$ cat config.mk
export PLATFORM = sky130hd
export DESIGN_NAME = serial_subtractor
export DESIGN_NICKNAME = d
export VERILOG_FILES = /design/src/rtl/serial_subtractor_pkg.sv /design/src/rtl/serial_subtractor_full_sub_cell.sv /design/src/rtl/serial_subtractor.sv
export SDC_FILE = /design/constraint.sdc
export NUM_CORES = 1
export LEC_CHECK = 0
export ABC_AREA = 1
export ABC_CLOCK_PERIOD_IN_PS = 1140
export CORE_UTILIZATION = 30
export CTS_CLUSTER_SIZE = 10
export DETAILED_ROUTE_END_ITERATION = 16
export GPL_TIMING_DRIVEN = 0
export PLACE_DENSITY = 0.54
export SLEW_MARGIN = 10
export SYNTH_ARGS = -nofsm -noshare
export SYNTH_HDL_FRONTEND = slang
export SYNTH_SLANG_ARGS = --single-unit
$ cat constraint.sdc
create_clock -name clk -period 1.14 [get_ports clk]
set_input_delay 0.228 -clock clk [delete_from_list [all_inputs] [get_ports clk]]
set_output_delay 0.228 -clock clk [all_outputs]
set_load 0.01 [all_outputs]
$ cat src/rtl/serial_subtractor_pkg.sv
// Shared types and helpers for the bit-serial subtractor.
//   state_t   : sequencer states (IDLE, RUN)
//   cnt_width : bit-counter width for a given operand width
package sub_pkg;

  typedef enum logic {
    IDLE = 1'b0,
    RUN  = 1'b1
  } state_t;

  localparam int unsigned DEF_WIDTH = 8;

  // Counter must index bits 0..w-1. Keep at least one bit for tiny widths.
  function automatic int unsigned cnt_width(input int unsigned w);
    return (w < 2) ? 1 : unsigned'($clog2(w));
  endfunction

  localparam int unsigned CNT_W = cnt_width(DEF_WIDTH);

endpackage

$ cat src/rtl/serial_subtractor_full_sub_cell.sv
// Combinational full subtractor built from two half-subtractor stages.
//   a, b  : minuend / subtrahend bit
//   bin   : borrow in
//   d     : difference bit a - b - bin
//   bout  : borrow out
module full_sub_cell (
  input  logic a,
  input  logic b,
  input  logic bin,
  output logic d,
  output logic bout
);

  logic d1;
  logic b1;
  logic b2;

  // First stage: a - b
  assign d1 = a ^ b;
  assign b1 = ~a & b;

  // Second stage: (a - b) - bin
  assign d  = d1 ^ bin;
  assign b2 = ~d1 & bin;

  assign bout = b1 | b2;

endmodule

$ cat src/rtl/serial_subtractor.sv
// Bit-serial unsigned subtractor: Df = A - B (mod 2^WIDTH), Bo = 1 iff A < B.
// One bit per clock, LSB first, borrow carried in a flop between bits.
//   clk, rst : clock, asynchronous active-high reset
//   start    : request, sampled only while idle
//   A, B     : operands, captured on the accepting edge
//   busy     : high while bits are being processed
//   done     : one-cycle pulse when Df/Bo are updated
//   Df, Bo   : difference and final borrow, held until the next completion
module serial_subtractor
  import sub_pkg::*;
#(
  parameter int unsigned WIDTH = 8
) (
  input  logic             clk,
  input  logic             rst,
  input  logic             start,
  input  logic [WIDTH-1:0] A,
  input  logic [WIDTH-1:0] B,
  output logic             busy,
  output logic             done,
  output logic [WIDTH-1:0] Df,
  output logic             Bo
);

  localparam int unsigned CW = cnt_width(WIDTH);

  state_t           state;
  logic [CW-1:0]    cnt;
  logic [WIDTH-1:0] a_sr;
  logic [WIDTH-1:0] b_sr;
  logic [WIDTH-1:0] res;
  logic [WIDTH-1:0] res_next;
  logic             borrow;
  logic             d;
  logic             bout;

  full_sub_cell u_cell (
    .a    (a_sr[0]),
    .b    (b_sr[0]),
    .bin  (borrow),
    .d    (d),
    .bout (bout)
  );

  // Result fills from the MSB side so bit 0 lands at position 0 after WIDTH shifts.
  assign res_next = {d, res[WIDTH-1:1]};

  // Sequencer, datapath and output registers.
  always_ff @(posedge clk or posedge rst) begin
    if (rst) begin
      state  <= IDLE;
      cnt    <= '0;
      a_sr   <= '0;
      b_sr   <= '0;
      res    <= '0;
      borrow <= 1'b0;
      busy   <= 1'b0;
      done   <= 1'b0;
      Df     <= '0;
      Bo     <= 1'b0;
    end else begin
      done <= 1'b0;
      case (state)
        IDLE: begin
          if (start) begin
            a_sr   <= A;
            b_sr   <= B;
            borrow <= 1'b0;
            cnt    <= '0;
            busy   <= 1'b1;
            state  <= RUN;
          end
        end
        RUN: begin
          a_sr   <= a_sr >> 1;
          b_sr   <= b_sr >> 1;
          borrow <= bout;
          res    <= res_next;
          cnt    <= cnt + CW'(1);
          if (cnt == CW'(WIDTH - 1)) begin
            Df    <= res_next;
            Bo    <= bout;
            busy  <= 1'b0;
            done  <= 1'b1;
            cnt   <= '0;
            state <= IDLE;
          end
        end
        default: state <= IDLE;
      endcase
    end
  end

endmodule

==> results.cfg <==
[power_and_ir_drop]
p_int_uw = 3620
p_sw_share_pct = 37.2
power.density_mw_per_mm2 = 2470
seq_power_share_pct = 39.5
leakage_uw = 0.00114
p_sw_uw = 2140
comb_power_share_pct = 44.9
clock_power_share_pct = 15.6
p_total_uw = 5760
peakVddDrop_uv = 834

[global_routing]
grt_remaining_overflow = 0
grt_pass1_vias = 1227
grt_util_all_layers_pct = 12.9
grt_max_degree = 21
antenna_found_initial = 0
grt_pass1_wl_um = 5820

[placed_design]
dpl.cell_count = 280
dpl-instance-area_mm2 = 0.00212
hpwlAfterDp_um = 2240
place.gp.congestion = 0.679
port_buffers = 28

[layout]
finalNetCount = 248
area.growth.synth_to_final_pct = 37.1
drive_gt1_share_pct = 29.2
fillCellCount = 584
instances_no_fill = 298
num_antenna_cells = 0
stdcell_area_mm2 = 0.00233

[sta]
finalHoldWorstSlack_ns = 0.271
finClkSkew_ns = 0.00337
rsz0062_at_grt = yes
relSlewSlack_pct = 67.4
finalCriticalPeriod_ns = 1.16
finalMaxSlewViolations = 0
fmax_mhz = 859
finalCritPeriodShare_pct = 102
worst_pin_slew_ns = 0.488
hold_viol = 0
setup_viol = 8
timing.final.ws_setup_ns = -0.0242

[floorplanning]
initial_utilization_pct = 31.0
num_rows = 27
io_pins = 30
die-height_um = 77.3
core_mm2 = 0.00547
die_width_um = 77.3
dieArea_mm2 = 0.00597

[clocking]
clk_latency_ns = 0.29
clockBufferDepth = 2
htree_levels = 2
clkTransAtPathRegs_ns = 0.07
cts_made_buffers = 5
cts_tree = done
cts_root_buf = clkbuf_8
cts.sinks = 39

[yosys]
syn-num-nets = 202
synth_seq_cells = 39
ys_warn_count = 0
synth_cell_types = 16
avgSynthCellArea_um2 = 9.49
yosysTopAreaCell = dfrtp_1
synth_area_mm2 = 0.00170
ys_top_cells_by_area = dfrtp_1, nand2_1, nand3_1
synth_top_area_share_pct = 57.4
synthCells = 179
ys_seq_area_share_pct = 57.4

[routing]
detail_route.iter0.violations = 38
drc = 0
ant_nets = 0
drt-total-wl_um = 3310
via_per_inst = 4.29
detail_route.first_pass.iterations = 4
dr_total_vias = 1277
avgRoutedWirePerCell_um = 11.1

[hold_path]
min_path_type = in -> reg
min_path_cells = 3

[worst_setup_path]
end_kind = register
worstPathRequired_ns = 1.36
slowest_stage = fa_2
critPathKind = reg -> reg
reg2reg_depth = 4
cp.arrival_ns = 1.38
worstPathMaxFanout = 2
slowest_delay_ns = 0.58
path_cells = inv_2, fa_2, nand2_1, o21ai_1
start_kind = register

[run]
maxCapViolCount = 0

[status]
violations = negative setup slack
status = finished, violations left
critical path: cells and delay by family (launching register included):
family          cells  cell delay, ns
compound gates      1            0.07
fa+ha+maj           1            0.58
buf+inv             1            0.05
flops               1            0.36
simple gates        1            0.05
power groups by stage:
| stage | Clock (µW) | Combinational, µW | Sequential, µW |
|---|---|---|---|
| final | 899 | 2580 | 2280 |
| after detailed placement | 0 | 2270 | 2280 |
| after global routing | 1010 | 2940 | 2350 |
| after global placement | 0 | 2240 | 2270 |
| after floorplan | 0 | 1470 | 2320 |
| after CTS | 955 | 2520 | 2260 |
layout make-up:
class | count | area [µm²] | share of cell area, %
sequential | 39 | 976 | 41.9
inverter | 13 | 51.3 | 2.20
buffer | 10 | 87.6 | 3.76
tap | 72 | 90.1 | 3.87
clock inverter | 3 | 15.0 | 0.644
clock buffer | 5 | 68.8 | 2.95
timing repair buffer | 39 | 365 | 15.7
multi-input combinational | 117 | 676 | 29.0
cells in the mapped netlist:
cell type,instances
a21boi_0,1
buf_2,4
buf_4,1
buf_6,5
dfrtp_1,39
fa_1,1
ha_1,3
inv_1,12
inv_4,1
nand2_1,62
nand2_4,1
nand3_1,30
nor2_1,2
nor2_4,1
o21ai_0,8
o21ai_2,8
cell families after synthesis:
logic type,Yosys count,synth area share (%)
buffers and inverters,23,7.95
adders and majority gates,4,3.39
and+or+nand+nor,96,24.3
DFF,39,57.4
AOI/OAI and AO/OA,17,6.92
path summary, 6_finish.rpt:
path	slack, ns	startpoint	endpoint
worst max register to register	-0.02	b_sr[0]	res[7]
worst max-delay path	-0.02	b_sr[0]	res[7]
max in group asynchronous	0.41	rst	Df[6]
worst min-delay path	0.27	start	busy
worst min register to register	0.48	res[2]	res[1]
min in group asynchronous	0.28	rst	a_sr[3]
cell usage in the layout, fill, tap and decap left out, types with 2 or more instances in the layout:
cell type / instances
nand2_4: 7
nand2_1: 53
clkbuf_8: 5
dfrtp_1: 39
clkdlybuf4s50_1: 17
o21ai_2: 9
buf_6: 4
clkinv_2: 3
nor2_1: 2
nand2_2: 2
nand3_1: 30
inv_1: 9
buf_4: 9
buf_2: 14
buf_16: 2
inv_2: 3
o21ai_0: 6
per-stage QoR:
stage	setup slack [ns]	utilization [%]	setup TNS, ns
3_3_place_gp	-0.899	38.2	-35.46
6_report	-0.0242	42.6	-0.134
4_1_cts	-0.0430	41.9	-0.144
3_5_place_dp	-0.0619	38.7	-0.451
5_1_grt	-0.0941	42.6	-0.640
2_1_floorplan	0.00866	-	0
flip-flops by register name, summed over array words and instances (netlist names):
| register | cells |
|---|---|
| Bo | 1 |
| res | 7 |
| cnt | 3 |
| busy | 1 |
| borrow | 1 |
| Df | 8 |
| done | 1 |
| b_sr | 8 |
| a_sr | 8 |
| state | 1 |
timing repair:
item | 4_1_cts | 5_1_grt
gates cloned | 1 | 0
setup endpoints to repair | 21 | 16
hold buffers | 0 | 0
pin swaps | 4 | 2
endpoints found under the hold margin | 0 | 0
setup buffers | 7 | 2
gates resized for setup | 52 | 18
metal layers:
layer  track usage [%]  vias up  part of all wire, %
met5                 0        -                    0
met4              5.66        0                  1.8
met3              4.40        5                  3.6
met2              19.5       25                   46
met1              16.7      585                   49
li1                  -      662                    -
Note: power is estimated with default switching activity, not from simulation.
